[config.mk]
export PLATFORM = sky130hd
export DESIGN_NAME = kmeans_apb_sequencer
export DESIGN_NICKNAME = d
export VERILOG_FILES = /design/src/rtl/kmeans_apb_sequencer.sv
export SDC_FILE = /design/constraint.sdc
export NUM_CORES = 1
export LEC_CHECK = 0
export BUFFER_PORTS_ARGS = -buffer_cell sky130_fd_sc_hd__buf_2
export CORE_AREA = 2 2 202 204
export CTS_CLUSTER_DIAMETER = 30
export CTS_CLUSTER_SIZE = 16
export DETAILED_ROUTE_END_ITERATION = 10
export DIE_AREA = 0 0 204 206
export SLEW_MARGIN = 0
export SYNTH_ARGS = -nofsm -noshare
export SYNTH_HDL_FRONTEND = slang
export SYNTH_SLANG_ARGS = --single-unit
[constraint.sdc]
create_clock -name clk -period 4.2 [get_ports clk]
set_input_delay 0.42 -clock clk [delete_from_list [all_inputs] [get_ports clk]]
set_output_delay 0.42 -clock clk [all_outputs]
set_load 0.02 [all_outputs]
[src/rtl/kmeans_apb_sequencer.sv]
// kmeans_apb_sequencer: APB master running one full k-means job on
// k_means_top (centroid load, point load, go, irq wait, read-back).
module kmeans_apb_sequencer #(
  parameter int addrWidth     = 9,
  parameter int dataWidth     = 91,
  parameter int centroid_num  = 8,
  parameter int log2_cent_num = 3,
  parameter int irq_timeout   = 65535
) (
  input  logic                     clk,
  input  logic                     rst_n,
  input  logic                     start,
  input  logic [addrWidth-1:0]     first_addr,
  input  logic [addrWidth-1:0]     last_addr,
  output logic                     cent_rd_en,
  output logic [log2_cent_num-1:0] cent_rd_idx,
  input  logic [dataWidth-1:0]     cent_rd_data,
  output logic                     pt_rd_en,
  output logic [addrWidth-1:0]     pt_rd_addr,
  input  logic [dataWidth-1:0]     pt_rd_data,
  output logic [addrWidth-1:0]     paddr,
  output logic                     pwrite,
  output logic                     psel,
  output logic                     penable,
  output logic [dataWidth-1:0]     pwdata,
  input  logic [dataWidth-1:0]     prdata,
  input  logic                     pready,
  input  logic                     interupt,
  output logic                     busy,
  output logic                     res_valid,
  output logic [log2_cent_num-1:0] res_idx,
  output logic [dataWidth-1:0]     res_data,
  output logic                     done,
  output logic [1:0]               err_code
);

  localparam int TW = $clog2(irq_timeout + 1);

  localparam logic [addrWidth-1:0] A_GO    = addrWidth'(1);
  localparam logic [addrWidth-1:0] A_CENT  = addrWidth'(2);
  localparam logic [addrWidth-1:0] A_RADDR = addrWidth'(10);
  localparam logic [addrWidth-1:0] A_RDATA = addrWidth'(11);
  localparam logic [addrWidth-1:0] A_FIRST = addrWidth'(12);
  localparam logic [addrWidth-1:0] A_LAST  = addrWidth'(13);

  localparam logic [log2_cent_num-1:0] CI_ONE  = log2_cent_num'(1);
  localparam logic [log2_cent_num-1:0] CI_LAST =
    log2_cent_num'(centroid_num - 1);
  localparam logic [addrWidth:0] PT_ONE = (addrWidth + 1)'(1);
  localparam logic [TW-1:0]      TMO    = TW'(irq_timeout);
  localparam logic [TW-1:0]      T_ONE  = TW'(1);

  typedef enum logic [2:0] {
    IDLE, CHECK, PREP, CAPT, SETUP, ACCESS, WAIT_IRQ, DONE
  } state_e;

  typedef enum logic [2:0] {
    T_CENT, T_FIRST, T_LAST, T_RADDR, T_RDATA, T_GO, T_READ, T_FIN
  } xfer_e;

  state_e                   state_q, state_d;
  xfer_e                    xfer_q, xfer_d;
  logic [log2_cent_num-1:0] cidx_q, cidx_d;
  logic [addrWidth:0]       ptr_q, ptr_d;
  logic [TW-1:0]            cnt_q, cnt_d;
  logic [1:0]               err_d;
  logic [addrWidth-1:0]     first_q, last_q;
  logic                     irq_q;
  logic                     irq_rise;

  logic [addrWidth-1:0]     cap_addr;
  logic [dataWidth-1:0]     cap_data;
  logic                     cap_wr;

  assign irq_rise = interupt & ~irq_q;

  always_comb begin
    state_d = state_q;
    xfer_d  = xfer_q;
    cidx_d  = cidx_q;
    ptr_d   = ptr_q;
    cnt_d   = cnt_q;
    err_d   = err_code;
    unique case (state_q)
      IDLE: begin
        if (start) begin
          state_d = CHECK;
          err_d   = 2'd0;
        end
      end
      CHECK: begin
        if (last_q < first_q) begin
          state_d = DONE;
          err_d   = 2'd1;
        end else begin
          state_d = PREP;
          xfer_d  = T_CENT;
          cidx_d  = '0;
        end
      end
      PREP:  state_d = (xfer_q == T_FIN) ? DONE : CAPT;
      CAPT:  state_d = SETUP;
      SETUP: state_d = ACCESS;
      ACCESS: begin
        if (pready) begin
          state_d = PREP;
          unique case (xfer_q)
            T_CENT: begin
              if (cidx_q == CI_LAST) xfer_d = T_FIRST;
              else cidx_d = cidx_q + CI_ONE;
            end
            T_FIRST: xfer_d = T_LAST;
            T_LAST: begin
              xfer_d = T_RADDR;
              ptr_d  = {1'b0, first_q};
            end
            T_RADDR: xfer_d = T_RDATA;
            // compare before increment so last=511 never wraps
            T_RDATA: begin
              if (ptr_q[addrWidth-1:0] == last_q) begin
                xfer_d = T_GO;
              end else begin
                xfer_d = T_RADDR;
                ptr_d  = ptr_q + PT_ONE;
              end
            end
            T_GO: begin
              state_d = WAIT_IRQ;
              cnt_d   = '0;
            end
            T_READ: begin
              if (cidx_q == CI_LAST) xfer_d = T_FIN;
              else cidx_d = cidx_q + CI_ONE;
            end
            T_FIN: state_d = DONE;
          endcase
        end
      end
      WAIT_IRQ: begin
        cnt_d = cnt_q + T_ONE;
        if (irq_rise) begin
          state_d = PREP;
          xfer_d  = T_READ;
          cidx_d  = '0;
        end else if (cnt_q == TMO) begin
          state_d = DONE;
          err_d   = 2'd2;
        end
      end
      DONE: state_d = IDLE;
    endcase
  end

  always_comb begin
    cap_wr   = 1'b1;
    cap_addr = A_GO;
    cap_data = '0;
    unique case (xfer_q)
      T_CENT: begin
        cap_addr = A_CENT + addrWidth'(cidx_q);
        cap_data = cent_rd_data;
      end
      T_FIRST: begin
        cap_addr = A_FIRST;
        cap_data = dataWidth'(first_q);
      end
      T_LAST: begin
        cap_addr = A_LAST;
        cap_data = dataWidth'(last_q);
      end
      T_RADDR: begin
        cap_addr = A_RADDR;
        cap_data = dataWidth'(ptr_q);
      end
      T_RDATA: begin
        cap_addr = A_RDATA;
        cap_data = pt_rd_data;
      end
      T_GO: begin
        cap_addr = A_GO;
        cap_data = dataWidth'(1);
      end
      T_READ: begin
        cap_wr   = 1'b0;
        cap_addr = A_CENT + addrWidth'(cidx_q);
      end
      T_FIN: cap_wr = 1'b1;
    endcase
  end

  always_ff @(posedge clk) begin
    irq_q <= interupt;
  end

  always_ff @(posedge clk) begin
    if (!rst_n) begin
      state_q     <= IDLE;
      xfer_q      <= T_CENT;
      cidx_q      <= '0;
      ptr_q       <= '0;
      cnt_q       <= '0;
      first_q     <= '0;
      last_q      <= '0;
      cent_rd_en  <= 1'b0;
      cent_rd_idx <= '0;
      pt_rd_en    <= 1'b0;
      pt_rd_addr  <= '0;
      paddr       <= '0;
      pwrite      <= 1'b0;
      psel        <= 1'b0;
      penable     <= 1'b0;
      pwdata      <= '0;
      busy        <= 1'b0;
      res_valid   <= 1'b0;
      res_idx     <= '0;
      res_data    <= '0;
      done        <= 1'b0;
      err_code    <= 2'd0;
    end else begin
      state_q  <= state_d;
      xfer_q   <= xfer_d;
      cidx_q   <= cidx_d;
      ptr_q    <= ptr_d;
      cnt_q    <= cnt_d;
      err_code <= err_d;
      if (state_q == IDLE && start) begin
        first_q <= first_addr;
        last_q  <= last_addr;
      end
      cent_rd_en  <= (state_d == PREP) && (xfer_d == T_CENT);
      cent_rd_idx <= cidx_d;
      pt_rd_en    <= (state_d == PREP) && (xfer_d == T_RDATA);
      pt_rd_addr  <= ptr_d[addrWidth-1:0];
      psel        <= (state_d == SETUP) || (state_d == ACCESS);
      penable     <= (state_d == ACCESS);
      busy        <= (state_d != IDLE) && (state_d != DONE);
      done        <= (state_d == DONE);
      if (state_q == CAPT) begin
        paddr  <= cap_addr;
        pwdata <= cap_data;
        pwrite <= cap_wr;
      end
      res_valid <= (state_q == ACCESS) && pready && (xfer_q == T_READ);
      if ((state_q == ACCESS) && pready && (xfer_q == T_READ)) begin
        res_idx  <= cidx_q;
        res_data <= prdata;
      end
    end
  end

endmodule

# --- Yosys cells after proc, flatten, opt, wreduce, memory -nomap -nowiden ---
# Cells that the tools add are included.
word_totals:
  regBits: 258
  elab_cells: 118
  input_bits: 296
  out_inout_bits: 216
classes:
  magnitude_cmp: 1
  eq_ne: 34
  n_mux: 35
  reduce_logical: 20
  add_sub_neg: 4
  n_bitwise: 2
ops:
  columns: ["operator", "count"]
  rows:
  - ["91-bit one-hot mux with 6 select lines", 1]
  - ["3-bit 2-to-1 mux", 17]
  - ["3-bit equality test, second input constant", 13]
  - ["16-bit 2-to-1 mux", 2]
  - ["16-bit one-hot mux with 2 select lines", 1]
  - ["3-bit one-hot mux with 8 select lines", 1]
  - ["2-bit != test, second input constant", 10]
  - ["10-bit one-hot mux with 2 select lines", 1]
  - ["4-bit one-hot mux with 5 select lines", 1]
  - ["3-bit one-hot mux with 3 select lines", 2]
  - ["3-bit one-hot mux with 6 select lines", 1]
  - ["16-bit by 1-bit adder with 16-bit output, second input constant", 1]
  - ["16-bit equality test, second input constant", 1]
  - ["3-bit by 2-bit equality test with 1-bit output, second input constant", 5]
  - ["10-bit by 1-bit adder with 10-bit output, second input constant", 1]
  - ["10-bit 2-to-1 mux", 1]
  - ["9-bit equality test", 1]
  - ["3-bit zero test", 3]
  - ["9-bit less-than comparator", 1]
  - ["3-bit nonzero test", 3]
  - ["2-bit 2-to-1 mux", 4]
  - ["3-bit by 1-bit equality test with 1-bit output, second input constant", 2]
  - ["1-bit logical AND", 6]
  - ["2-bit one-hot mux with 3 select lines", 1]
  - ["other kinds (15)", 16]

# --- Logic depth before layout (Yosys ltp) ---
# Gate-level depths: netlist of the first run.
depth:
  depth_word: 7
  depth_mapped: 9
  ltp_nobuf: 8

# --- Worst setup path after synthesis of the first run ---
# Ideal clock, no wire load.
synth_path:
  kind: "reg-to-reg"
  startpoint: "register cidx_q[0]"
  endpoint: "register cidx_q[0]"
  required_time_ns: 4.130
  synth_period_minus_slack_ns: 2.012
  setup_slack_ns: 2.188
  n_path_buf: 0
  arrival_time_ns: 1.942
  setup_ns: 0.070
  stages_incl_launch_ff: 9
  path_cell_list: "dfxtp_1 > ha_1 > ha_1 > or2_2 > nor2_1 > a31oi_1 > a211o_1 > or3_1 > a21oi_1"
synth_between:
  elab_chain_len: 5
  elab_cells_between_ends: 8
  classes_between: "1 x add/sub; 2 x eq/ne; 4 x mux; 1 x reduce/logical"
synth_rtl:
  columns: ["element", "line_no", "text"]
  rows:
  - ["start: declaration", "63", "logic [log2_cent_num-1:0] cidx_q, cidx_d;"]
  - ["start signal: assignment", "222", "cidx_q <= cidx_d;"]
  - ["3-bit by 1-bit adder with 3-bit output", "110, 133", null]
  - ["3-bit 2-to-1 mux", "109, 132", null]
  - ["3-bit 2-to-1 mux", null, null]
  - ["3-bit 2-to-1 mux", "105", "if (pready) begin"]
  - ["3-bit one-hot mux with 3 select lines", "84", "unique case (state_q)"]
# Parallel ways exist; a longest one is shown, timed or not. The select of a mux whose other input is x is not followed.
# A chain may end at the register's enable or synchronous reset.

# --- Final worst setup path of the first run ---
layout_path:
  startpoint: "register state_q[1]"
  endpoint: "register pwdata[13]"
layout_between:
  elab_chain_len: 1
layout_rtl:
  columns: ["element", "line_no", "text"]
  rows:
  - ["start: declaration", "61", "state_e state_q, state_d;"]
  - ["start signal: assignment", "220", "state_q <= state_d;"]
  - ["3-bit by 2-bit equality test with 1-bit output", "238", "if (state_q == CAPT) begin"]
  - ["end signal: assignment", "240", "pwdata <= cap_data;"]
  - ["end: declaration", "25", "output logic [dataWidth-1:0] pwdata,"]
# No other way between the ends.

==> results of run 1 <==
## final cells by class
type / instances / area [um2]
timing repair buffer: 523 / 2700
sequential: 253 / 5060
inverter: 19 / 76.3
clock inverter: 32 / 370
multi-input combinational: 950 / 5440
clock buffer: 75 / 1620
tap: 532 / 666
fill: 4109 / 24300
## state kept, by name (all words and copies together), names as in the netlist, 3 cells and up
signal,cells
paddr,4
cidx_q,3
state_q,3
res_idx,3
last_q,9
cnt_q,16
ptr_q,10
pwdata,91
xfer_q,3
first_q,9
res_data,91
## path summary, 6_finish.rpt
| check | start | endpoint | slack (ps) | cells past startpoint |
|---|---|---|---|---|
| worst max-delay path | state_q[1] | pwdata[13] | 1540 | 6 |
| worst min-delay path | prdata[1] | res_data[1] | 50 | 3 |
| worst max register to register | state_q[1] | pwdata[13] | 1540 | 6 |
| worst min register to register | res_data[82] | res_data[82] | 450 | 2 |
## cells in the final DEF (no fill, tap or decap), types with 15 or more instances in the layout
cell                        synthesis  final
sky130_fd_sc_hd__a21oi_1          149    149
sky130_fd_sc_hd__a22o_1            81     81
sky130_fd_sc_hd__a22oi_1           91     91
sky130_fd_sc_hd__buf_2             20    506
sky130_fd_sc_hd__clkbuf_16          0     59
sky130_fd_sc_hd__dfxtp_1          253    253
sky130_fd_sc_hd__inv_1             18     18
sky130_fd_sc_hd__nand2_1          275    274
sky130_fd_sc_hd__nor2_1           139    139
sky130_fd_sc_hd__o21ai_0           16     15
sky130_fd_sc_hd__xor2_1            15     15
## cell usage after synthesis (8+ instances only)
master                     number  area, um2
sky130_fd_sc_hd__a21oi_1      149        746
sky130_fd_sc_hd__a22o_1        81        709
sky130_fd_sc_hd__a22oi_1       91        683
sky130_fd_sc_hd__and3_1        11       68.8
sky130_fd_sc_hd__buf_2         20        100
sky130_fd_sc_hd__buf_4         20        150
sky130_fd_sc_hd__clkbuf_1      80        300
sky130_fd_sc_hd__dfxtp_1      253       5060
sky130_fd_sc_hd__ha_1          13        163
sky130_fd_sc_hd__inv_1         18       67.6
sky130_fd_sc_hd__nand2_1      275       1030
sky130_fd_sc_hd__nand3_1       14       70.1
sky130_fd_sc_hd__nor2_1       139        522
sky130_fd_sc_hd__nor2b_1        9       56.3
sky130_fd_sc_hd__nor3_1        12       60.1
sky130_fd_sc_hd__o21ai_0       16       80.1
sky130_fd_sc_hd__xnor2_1        8       70.1
sky130_fd_sc_hd__xor2_1        15        131
## power by group through the flow
stage | Clock [W] | Sequential [W] | Combinational, W
2_1_floorplan | 0 | 0.00278 | 0.000732
3_3_place_gp | 0 | 0.00273 | 0.00123
3_5_place_dp | 0 | 0.00273 | 0.00125
4_1_cts | 0.00451 | 0.00269 | 0.00125
5_1_grt | 0.00465 | 0.00271 | 0.00137
6_report | 0.00442 | 0.00269 | 0.00124
## through the flow
step	hold slack [ps]	instances	setup WS [ps]	power, W	cell area [um2]
finish	48.3	2384	1540	0.00836	15900
CTS	4.41	2384	1460	0.00846	15900
detailed placement	444	2276	1540	0.00398	13900
global route	24.6	2384	1270	0.00874	15900
global placement	438	2276	1520	0.00397	13900
floorplan	448	1344	2190	0.00351	11100
## worst register-to-register path, cell delays in order (launching register included)
cell and delay (ps):
sky130_fd_sc_hd__dfxtp_1 510, sky130_fd_sc_hd__nor2b_1 380, sky130_fd_sc_hd__nand2_4 390, sky130_fd_sc_hd__a21oi_4 620, sky130_fd_sc_hd__buf_12 360, sky130_fd_sc_hd__a22oi_1 180
sky130_fd_sc_hd__nor2_1 120
## cell families (layout without fill, tap and decap cells)
family / Yosys count / after routing / synth area share
AOI/OAI and AO/OA: 392 / 392 / 0.240
xor gates and xnor gates: 23 / 23 / 0.0182
adders and majority gates: 13 / 13 / 0.0147
buffers and inverters: 141 / 649 / 0.0568
DFF: 253 / 253 / 0.457
muxes: 12 / 12 / 0.0176
other: 1 / 5 / 0.000339
and+or+nand+nor: 505 / 505 / 0.195
## metal layers
metal  GRT usage  up-vias  wire [um]
li1            -     5622          -
met1       0.220     5373      16600
met2       0.285      595      18300
met3      0.0498       73       3510
met4      0.0683        0       1200
met5           0        -          0
==> summary.log, run 1 <==
[worst_setup_path] worst endpoint data arrival time 3170 ps
[sta] Max Clk Rate 0.376 GHz
[sta] final-report hold violation count 0
[routing] Starting DRT DRC Count 830
[routing] post-DR wirelength/cell 16.6 um
[cts] master cell of the clock root buffer sky130_fd_sc_hd__clkbuf_16
[worst_setup_path] worst-path cell chain nor2b_1 -> nand2_4 -> a21oi_4 -> buf_12 -> a22oi_1 -> nor2_1
[routing] Final ANT Viol Nets 0
[cells_and_area] proportion of layout cells with a drive suffix above 1 0.350
[global_route] GRT Residual Overflow 0
[sta] setup_tns 0 ps
[floorplanning] height of the die 206 um
[worst_setup_path] Worst Setup Start Kind flop
[global_route] antenna violations before repair 0
[sta] transition time of the tightest slew-check pin 1080 ps
[place] post-DP HPWL 29,100 um
[floorplanning] DIE WIDTH 204 um
[flow_run] number of max-capacitance violations reported 0
[place] GP Congestion 0.842
[cts] count of hold-fix buffers inserted at cts 1
[cts] depth of the CTS H-tree 2
[routing] number of search-and-repair iterations in the first detailed-routing pass 6
[cts] post-CTS setup-driven buffer insertion count 0
[floorplanning] area of the die 0.0420 mm2
[floorplanning] core box area 0.0402 mm2
[floorplanning] I/O pin count 512
[sta] slew margin rel. 0.278
[sta] clock period minus worst slack 2660 ps
[global_route] GR Util All Layers 0.175
[floorplanning] Site Rows 74
[cts] CTS sink cnt 253
[sta] final period utilization 0.633
[global_route] largest net degree at the start of global routing 96
[worst_setup_path] crit-path max cell delay 610 ps
[global_route] vias in the first global route 10,700
[cts] clock transition at the registers of the reported paths 50 ps
[sta] count of endpoints failing setup in the final report 0
[synth] area of the mapped netlist 0.0111 mm2
[power] Sw Share 0.293
[power] proportion of power drawn by flip-flops and latches 0.322
[synth] register bit total from synthesis 253
[routing] routed via count 11,700
[power] total net switching power 0.00245 W
[cts] Longest Clk Path Bufs 3
[power] internal power summed over all cells 0.00591 W
[synth] proportion of synthesized flip-flops having asynchronous set or reset 0
[power] power density of the placed cells 525 mW/mm2
[sta] total count of max-transition violations in the final report 0
[synth] most frequently used flop master after synthesis sky130_fd_sc_hd__dfxtp_1
[cts] CTS resizes 0
[cells_and_area] Final nets 2,115
[synth] Yosys cell types 68
[cts] clock tree from TritonCTS yes
[place] number of buffers inserted by port buffering 506
[synth] Synth Instances 1,340
[routing] drt total wl 39,600 um
[cells_and_area] Post-Route Utilization 0.397
[routing] via count normalized by instance count 4.89
[power] worst ir drop on vdd 0.303 mV
[synth] yosys warns 0
[cells_and_area] layout overhead on the synthesized area 43.9%
[status] run status completed
[hold_path] worst min-delay path category input port to flop
[synth] Post-synth EDFFs 0
[cts] latest clock arrival within the worst-skew pair 610 ps
[power] share of total power in combinational logic 0.149
[power] clock network fraction of total power 0.529
[worst_setup_path] worst-path maximum fanout 74
[worst_setup_path] Worst Setup Path Type flop to flop
[floorplanning] Initial Util 0.276
[cts] CTS Buf Count 59
[routing] DRC violation count after routing 0
[synth] sequential area share after synthesis 0.457
[synth] post-synthesis average cell area 8.27 um2
[power] leakage dissipation 7.27 nW
[cells_and_area] diode insertion count for antenna repair 0
[worst_setup_path] slowest library cell on the worst path sky130_fd_sc_hd__a21oi_4
[sta] setup skew after layout 39.0 ps
[worst_setup_path] Critical path buffers and inverters 1
[worst_setup_path] WP data required 4710 ps
[worst_setup_path] Largest delay share family, worst path simple AND/OR/NAND/NOR gates
[sta] RSZ-0062 raised after global routing no
[global_route] first-pass GRT wire length 58,700 um
[worst_setup_path] critical path endpoint category flop
Power figures use the tool's default switching activity.
==> run 2: changes to the inputs <==
--- a/config.mk
+++ b/config.mk
@@ -6,11 +6,11 @@
 export NUM_CORES = 1
 export LEC_CHECK = 0
 export BUFFER_PORTS_ARGS = -buffer_cell sky130_fd_sc_hd__buf_2
-export CORE_AREA = 2 2 202 204
+export CORE_AREA = 2 2 198 200
 export CTS_CLUSTER_DIAMETER = 30
 export CTS_CLUSTER_SIZE = 16
 export DETAILED_ROUTE_END_ITERATION = 10
-export DIE_AREA = 0 0 204 206
+export DIE_AREA = 0 0 200 202
 export SLEW_MARGIN = 0
 export SYNTH_ARGS = -nofsm -noshare
 export SYNTH_HDL_FRONTEND = slang
==> constraint.sdc (replaced) <==
create_clock -name clk -period 2.7 [get_ports clk]
set_input_delay 0.27 -clock clk [delete_from_list [all_inputs] [get_ports clk]]
set_output_delay 0.27 -clock clk [all_outputs]
set_load 0.02 [all_outputs]
==> run 2 against run 1 <==
Compared with the run above:
- routed wire length rose by 8.1%
- sequential share of layout area fell by 3.2 points
- sequential power rose by 56%
- cell count rose by 5.3%
==> summary.log, run 2 (synthesis gave the netlist of run 1 again) <==
[global_route] vias in the first global route 12,200 [+13%]
[hold_path] worst min-delay path category input port to flop
[place] GP Congestion 0.898 [+6.6%]
[sta] RSZ-0062 raised after global routing no
[place] total placed instance area 0.0141 mm2 [+1.0%]
[routing] met2 wire length 20,500 um [+12%]
[cts] CTS sink cnt 253 [unchanged]
[cells_and_area] area of the multi-input gates 0.00544 mm2 [unchanged]
[sta] setup_tns 0 ps [unchanged]
[hold_path] number of stages on the worst hold path 4 [+1]
[routing] met3 layer wire length in the routed design 3830 um [+9.2%]
[cells_and_area] Final nets 2,247 [+6.2%]
[status] run status completed
[cts] post-CTS setup-driven buffer insertion count 0 [unchanged]
[cells_and_area] area used by sequential logic in the layout 0.00506 mm2 [unchanged]
[worst_setup_path] setup slack of the worst register-to-register path 190 ps [-1350 ps]
[power] leakage dissipation 8.10 nW [+11%]
[routing] number of search-and-repair iterations in the first detailed-routing pass 5 [-1]
[sta] setup skew after layout 28.9 ps [-10.0 ps]
[global_route] GRT Residual Overflow 0 [unchanged]
[routing] post-DR wirelength/cell 17.0 um [+2.6%]
[cts] master cell of the clock root buffer sky130_fd_sc_hd__clkbuf_16
[routing] Starting DRT DRC Count 879 [+5.9%]
[routing] via count normalized by instance count 4.91 [+0.32%]
[cts] count of hold-fix buffers inserted at cts 111 [+110]
[floorplanning] height of the die 202 um [-1.9%]
[floorplanning] I/O pin count 512 [unchanged]
[cells_and_area] Largest regs pwdata (91), res_data (91), cnt_q (16)
[floorplanning] DIE WIDTH 200 um [-2.0%]
[worst_setup_path] r2r worst-path depth 8 [+2]
[hold_path] worst min-delay path endpoint pwdata[87]
[floorplanning] Site Rows 72 [-2.7%]
[global_route] largest net degree at the start of global routing 97 [+1.0%]
[sta] total count of max-transition violations in the final report 0 [unchanged]
[global_route] GR Util All Layers 0.204 [+0.0281]
[cts] CTS Buf Count 68 [+15%]
[cells_and_area] most common cell after layout, fill and taps aside sky130_fd_sc_hd__buf_2
[global_route] antenna violations before repair 2 [+2]
[cts] depth of the CTS H-tree 3 [+1]
[cts] clock transition at the registers of the reported paths 40 ps [about the same]
[global_route] first-pass GRT wire length 65,000 um [+11%]
[routing] routed via count 12,300 [+5.7%]
[routing] Final ANT Viol Nets 0 [unchanged]
[worst_setup_path] critical path endpoint category flop
[cells_and_area] area of all placed cells without fillers 0.0177 mm2 [+11%]
[sta] final-report hold violation count 0 [unchanged]
[sta] post-route worst hold slack 66.2 ps [+18.0 ps]
[worst_setup_path] WP data required 3150 ps [-1560 ps]
[sta] transition time of the tightest slew-check pin 1040 ps [-39.7 ps]
[flow_run] number of max-capacitance violations reported 0 [unchanged]
[cells_and_area] proportion of layout cells with a drive suffix above 1 0.344 [-0.00635]
[power] worst ir drop on vdd 0.433 mV [+43%]
[sta] Max Clk Rate 0.398 GHz [+5.8%]
[routing] M1 wire length 17,600 um [+6.0%]
[sta] count of endpoints failing setup in the final report 0 [unchanged]
[cts] Longest Clk Path Bufs 3 [unchanged]
[cells_and_area] most frequent cells in the layout sky130_fd_sc_hd__buf_2, sky130_fd_sc_hd__nand2_1, sky130_fd_sc_hd__dfxtp_1, sky130_fd_sc_hd__a21oi_1, sky130_fd_sc_hd__nor2_1
[hold_path] worst min-delay path startpoint cent_rd_data[87]
[worst_setup_path] Worst Setup Start Kind flop
[floorplanning] Initial Util 0.289 [+0.0137]
[floorplanning] core box area 0.0383 mm2 [-4.7%]
[routing] max layer used met4
[place] post-DP HPWL 29,000 um [-0.41%]
[sta] final period utilization 0.931 [+0.298]
[cts] latest clock arrival within the worst-skew pair 570 ps [-40 ps]
[floorplanning] area of the die 0.0404 mm2 [-3.9%]
[worst_setup_path] Worst Setup Path Type flop to flop
[routing] DRC violation count after routing 0 [unchanged]
[sta] clock period minus worst slack 2510 ps [-145 ps]
[cts] clock tree from TritonCTS yes
[cells_and_area] fillcell total 3,589 [-13%]
[power] power density of the placed cells 855 mW/mm2 [+63%]
[worst_setup_path] worst flop-to-flop path startpoint cidx_q[1]
[sta] slew margin rel. 0.304 [+0.0265]
[cts] CTS resizes 0 [unchanged]
[worst_setup_path] worst endpoint data arrival time 2960 ps [-210 ps]
[worst_setup_path] worst-path maximum fanout 6 [-92%]
[place] number of buffers inserted by port buffering 506 [unchanged]
[routing] drt total wl 42,800 um [+8.1%]
[cells_and_area] layout overhead on the synthesized area 60.2%
[worst_setup_path] reg-to-reg endpoint cent_rd_en
[run 2: worst max-delay path, stage by stage, from the launching register on]
cell	delay, ps
sky130_fd_sc_hd__dfxtp_1	410
sky130_fd_sc_hd__ha_1	240
sky130_fd_sc_hd__ha_1	200
sky130_fd_sc_hd__or2_2	290
sky130_fd_sc_hd__o32ai_1	390
sky130_fd_sc_hd__o22ai_1	140
sky130_fd_sc_hd__a21oi_1	320
sky130_fd_sc_hd__nand2_1	160
sky130_fd_sc_hd__nor3_2	250
[run 2: layer usage]
| layer | vias up | track usage |
|---|---|---|
| li1 | 5898 | - |
| met1 | 5767 | 0.246 |
| met2 | 593 | 0.338 |
| met3 | 66 | 0.0631 |
| met4 | 0 | 0.0741 |
| met5 | - | 0 |
[run 2: report_power, final]
part	internal (W)	leakage, nW	switching [W]
sequential	0.00397	2.04	0.000223
clock	0.00639	1.23	0.00245
combinational	0.000890	4.82	0.00125
total	0.0113	8.10	0.00392
[run 2: layout make-up]
| class | count | area share |
|---|---|---|
| antenna | 2 | 0.000282 |
| clock buffer | 82 | 0.109 |
| clock inverter | 41 | 0.0350 |
| inverter | 19 | 0.00430 |
| multi-input combinational | 950 | 0.306 |
| sequential | 253 | 0.285 |
| tap | 518 | 0.0365 |
| timing repair buffer | 646 | 0.223 |
[run 2: worst max path at each step]
stage,slack (ps),depth (start not counted),startpoint,to
after floorplan,690,8,cidx_q[0],cidx_q[0]
after global placement,120,8,cidx_q[1],cent_rd_en
after detailed placement,220,8,cidx_q[1],cent_rd_en
after CTS,170,8,cidx_q[0],cent_rd_en
after global routing,80,8,cidx_q[0],cent_rd_en
final,190,8,cidx_q[1],cent_rd_en
[run 2: stage by stage]
step	power, W	utilization	worst slack, ps	std cells
floorplan	0.00547	-	688	1344
global placement	0.00624	0.368	118	2275
detailed placement	0.00625	0.368	216	2275
CTS	0.0153	0.463	172	2509
global route	0.0158	0.463	82.6	2511
finish	0.0152	0.463	187	2511
==> run 3: changes to the inputs <==
--- a/config.mk
+++ b/config.mk
@@ -5,13 +5,14 @@
 export SDC_FILE = /design/constraint.sdc
 export NUM_CORES = 1
 export LEC_CHECK = 0
+export ABC_AREA = 1
 export BUFFER_PORTS_ARGS = -buffer_cell sky130_fd_sc_hd__buf_2
-export CORE_AREA = 2 2 198 200
+export CORE_AREA = 2 2 200 202
 export CTS_CLUSTER_DIAMETER = 30
 export CTS_CLUSTER_SIZE = 16
 export DETAILED_ROUTE_END_ITERATION = 10
-export DIE_AREA = 0 0 200 202
-export SLEW_MARGIN = 0
+export DIE_AREA = 0 0 202 204
+export SLEW_MARGIN = 20
 export SYNTH_ARGS = -nofsm -noshare
 export SYNTH_HDL_FRONTEND = slang
 export SYNTH_SLANG_ARGS = --single-unit
==> run 3 against run 2 <==
Compared with the run above:
- cell count rose by 5.4%
- sequential share of layout area rose by 1.0 points
- count of clock-buffer cells in the layout fell by 12
- synthesized cell count rose by 11%
- total power fell by 9.0%
- design area fell by 3.5%
- routed wire length rose by 7.2%
- setup slack improved by 260 ps
- critical endpoint is now res_data[44]
- largest cell class unchanged
==> summary.log, run 3 <==
[status] run status completed
[floorplanning] core box area 0.0392 mm2 [+2.3%]
[synth] area of the mapped netlist 0.0113 mm2 [+2.1%]
[routing] DRC violation count after routing 0 [unchanged]
[cts] latest clock arrival within the worst-skew pair 600 ps [+30 ps]
[hold_path] worst min-delay path category input port to flop
[sta] clock period minus worst slack 2260 ps [-257 ps]
[cts] clock tree from TritonCTS yes
[cts] CTS sink cnt 253 [unchanged]
[place] worst slack, placed 562 ps [+346 ps]
[global_route] GR Util All Layers 0.214 [+0.0104]
[routing] via count normalized by instance count 4.75 [-3.1%]
[sta] setup_tns 0 ps [unchanged]
[synth] cell with the most instances after synthesis sky130_fd_sc_hd__nand2_1
[synth] Post-synth EDFFs 0 [unchanged]
[synth] Yosys cell types 51 [-25%]
[cells_and_area] fillcell total 3,927 [+9.4%]
[global_route] first-pass GRT wire length 69,200 um [+6.4%]
[routing] number of search-and-repair iterations in the first detailed-routing pass 5 [unchanged]
[worst_setup_path] slowest library cell on the worst path sky130_fd_sc_hd__dfxtp_1
[synth] sequential area share after synthesis 0.448 [-0.00956]
[worst_setup_path] critical path endpoint category flop
[place] number of buffers inserted by port buffering 506 [unchanged]
[floorplanning] area of the die 0.0412 mm2 [+2.0%]
[cells_and_area] most frequent cells in the layout sky130_fd_sc_hd__buf_2, sky130_fd_sc_hd__nand2_1, sky130_fd_sc_hd__dfxtp_1, sky130_fd_sc_hd__nor2_1, sky130_fd_sc_hd__o21ai_0
[routing] Final ANT Viol Nets 0 [unchanged]
[floorplanning] DIE WIDTH 202 um [+1.0%]
[synth] register bit total from synthesis 253 [unchanged]
[cts] post-CTS setup-driven buffer insertion count 0 [unchanged]
[worst_setup_path] WP data required 3170 ps [+20 ps]
[floorplanning] Site Rows 73 [+1.4%]
[worst_setup_path] Worst Setup Start Kind flop
[sta] final-report hold violation count 0 [unchanged]
[floorplanning] I/O pin count 512 [unchanged]
[synth] proportion of synthesized flip-flops having asynchronous set or reset 0 [unchanged]
[synth] yosys warns 0 [unchanged]
[synth] Synth Instances 1,492 [+11%]
[synth] ranking of synthesized cells by instance count sky130_fd_sc_hd__nand2_1, sky130_fd_sc_hd__dfxtp_1, sky130_fd_sc_hd__nor2_1
[cts] CTS resizes 0 [unchanged]
[worst_setup_path] Critical path buffers and inverters 3 [+3]
[cells_and_area] proportion of layout cells with a drive suffix above 1 0.320 [-0.0233]
[sta] Final Worst Setup Slack 443 ps [+257 ps]
[worst_setup_path] Largest delay share family, worst path simple AND/OR/NAND/NOR gates
[power] power density of the placed cells 807 mW/mm2 [-5.7%]
[cts] clock transition at the registers of the reported paths 50 ps [about the same]
[sta] transition time of the tightest slew-check pin 1030 ps [-10.4 ps]
[sta] Max Clk Rate 0.443 GHz [+11%]
[sta] final period utilization 0.836 [-0.0951]
[global_route] GRT Residual Overflow 0 [unchanged]
[worst_setup_path] Worst Setup Path Type flop to flop
[routing] post-DR wirelength/cell 17.3 um [+1.7%]
[hold_path] number of stages on the worst hold path 3 [-1]
[cts] Longest Clk Path Bufs 3 [unchanged]
[worst_setup_path] setup slack of the worst register-to-register path 440 ps [+260 ps]
[worst_setup_path] r2r worst-path depth 8 [unchanged]
[synth] most frequently used flop master after synthesis sky130_fd_sc_hd__dfxtp_1
[cells_and_area] Final nets 2,381 [+6.0%]
[cts] count of hold-fix buffers inserted at cts 108 [-2.7%]
[floorplanning] height of the die 204 um [+0.99%]
[cts] depth of the CTS H-tree 2 [-1]
[worst_setup_path] worst-path maximum fanout 92 [+86]
[flow_run] number of max-capacitance violations reported 0 [unchanged]
[cts] master cell of the clock root buffer sky130_fd_sc_hd__clkbuf_16
[cts] CTS Buf Count 59 [-13%]
[worst_setup_path] worst endpoint data arrival time 2730 ps [-230 ps]
[sta] count of endpoints failing setup in the final report 0 [unchanged]
[global_route] vias in the first global route 12,600 [+3.3%]
[cells_and_area] most common cell after layout, fill and taps aside sky130_fd_sc_hd__buf_2
[sta] setup skew after layout 18.4 ps [-10.6 ps]
[worst_setup_path] reg-to-reg endpoint res_data[44]
[global_route] antenna violations before repair 3 [+1]
[worst_setup_path] CP dominant cell by count sky130_fd_sc_hd__nor2_1
[sta] RSZ-0062 raised after global routing no
[cells_and_area] layout overhead on the synthesized area 51.4%
[sta] total count of max-transition violations in the final report 0 [unchanged]
[hold_path] worst min-delay path endpoint last_q[3]
[power] worst ir drop on vdd 0.602 mV [+39%]
[global_route] largest net degree at the start of global routing 108 [+11%]
[cells_and_area] area used by sequential logic in the layout 0.00506 mm2 [unchanged]
[synth] post-synthesis average cell area 7.58 um2 [-8.3%]
[sta] slew margin rel. 0.311 [+0.00696]
[routing] routed via count 12,600 [+2.1%]
[worst_setup_path] crit-path max cell delay 540 ps [+130 ps]
[power] leakage dissipation 8.12 nW [+0.34%]
[place] GP Congestion 0.953 [+6.2%]
[synth] share of Yosys cell area claimed by the top area cell type 0.448 [-0.00956]
[synth] cell type contributing the most total cell area after synthesis sky130_fd_sc_hd__dfxtp_1
[place] post-DP HPWL 32,000 um [+10%]
[synth] top post-synthesis cells by area sky130_fd_sc_hd__dfxtp_1, sky130_fd_sc_hd__nand2_1, sky130_fd_sc_hd__nor2_1
[routing] drt total wl 45,900 um [+7.2%]
[worst_setup_path] worst-path cell chain nand3_4 -> nor2_4 -> inv_4 -> nor2_8 -> inv_2 -> buf_4 -> nor2_1 -> nor2_1
[worst_setup_path] worst flop-to-flop path startpoint state_q[2]
[routing] Starting DRT DRC Count 767 [-13%]
[hold_path] worst min-delay path startpoint last_addr[3]
[floorplanning] Initial Util 0.289 [-0.000588]
[cells_and_area] area of the multi-input gates 0.00531 mm2 [-2.4%]
[cells_and_area] Largest regs pwdata (91), res_data (91), cnt_q (16)
-- run 3: cell types whose count changed in the layout (fill, tap and decap cells not counted), sizes merged, moves of 8 or more --
| cell | change |
|---|---|
| nand3 | +19 |
| xor2 | -12 |
| nor2 | +102 |
| inv | +67 |
| bufinv | -8 |
| buf | -18 |
| a22oi | -91 |
| clkbuf | -12 |
| nor2b | -10 |
| and3 | -10 |
| nand2 | +34 |
| o21ai | +139 |
-- run 3: area by class of cell --
class	count	area share
multi-input cells	1048	0.310
flip-flops and latches	253	0.296
repair buffers	625	0.219
clock buffers	70	0.0915
well taps	525	0.0383
clock inverters	39	0.0264
inverters	85	0.0191
diodes	2	0.000292
-- run 3: worst max-delay path by stage --
stage	startpoint	end	slack, ps	depth (start not counted)
floorplan	first_q[8]	cent_rd_en	1030	11
global placement	state_q[2]	res_data[7]	640	8
detailed placement	state_q[2]	res_data[8]	560	8
CTS	state_q[2]	res_data[8]	550	8
global route	state_q[2]	res_data[44]	300	8
finish	state_q[2]	res_data[44]	440	8
-- run 3: worst min-delay path, stage by stage --
cell and delay (ps):
sky130_fd_sc_hd__buf_2 70, sky130_fd_sc_hd__o21ai_0 120, sky130_fd_sc_hd__a21oi_1 130
-- run 3: cells by family (layout without fill, tap and decap cells) --
logic type | Yosys count | after routing | synth area share
XOR/XNOR | 7 | 7 | 0.00542
flip-flops | 253 | 253 | 0.448
other | 1 | 7 | 0.000332
adder cells (fa/ha/maj) | 13 | 13 | 0.0144
buffers and inverters | 195 | 819 | 0.0847
AO/OA/AOI/OAI | 413 | 413 | 0.217
AND/OR/NAND/NOR | 610 | 610 | 0.230
-- run 3: routing by layer --
metal | up-vias | routed length [um] | track usage
li1 | 6128 | - | -
met1 | 5784 | 17300 | 0.231
met2 | 569 | 22500 | 0.375
met3 | 103 | 3510 | 0.0580
met4 | 0 | 2640 | 0.128
met5 | - | 0 | 0
-- run 3: power breakdown --
part	switching, W	leakage, nW	internal [W]
sequential	0.000217	2.04	0.00404
clock	0.00235	0.961	0.00473
combinational	0.00156	5.12	0.000930
total	0.00412	8.12	0.00969
-- run 3: per-stage QoR --
stage	hold slack (ps)	total power [W]	cell area, um2	std cells	util
final	49.2	0.0138	17100	2647	0.437
after global placement	388	0.00667	14000	2428	0.358
after floorplan	298	0.00576	11300	1496	-
after CTS	9.14	0.0140	17100	2645	0.437
after detailed placement	389	0.00669	14000	2428	0.358
after global routing	42.0	0.0145	17100	2647	0.437
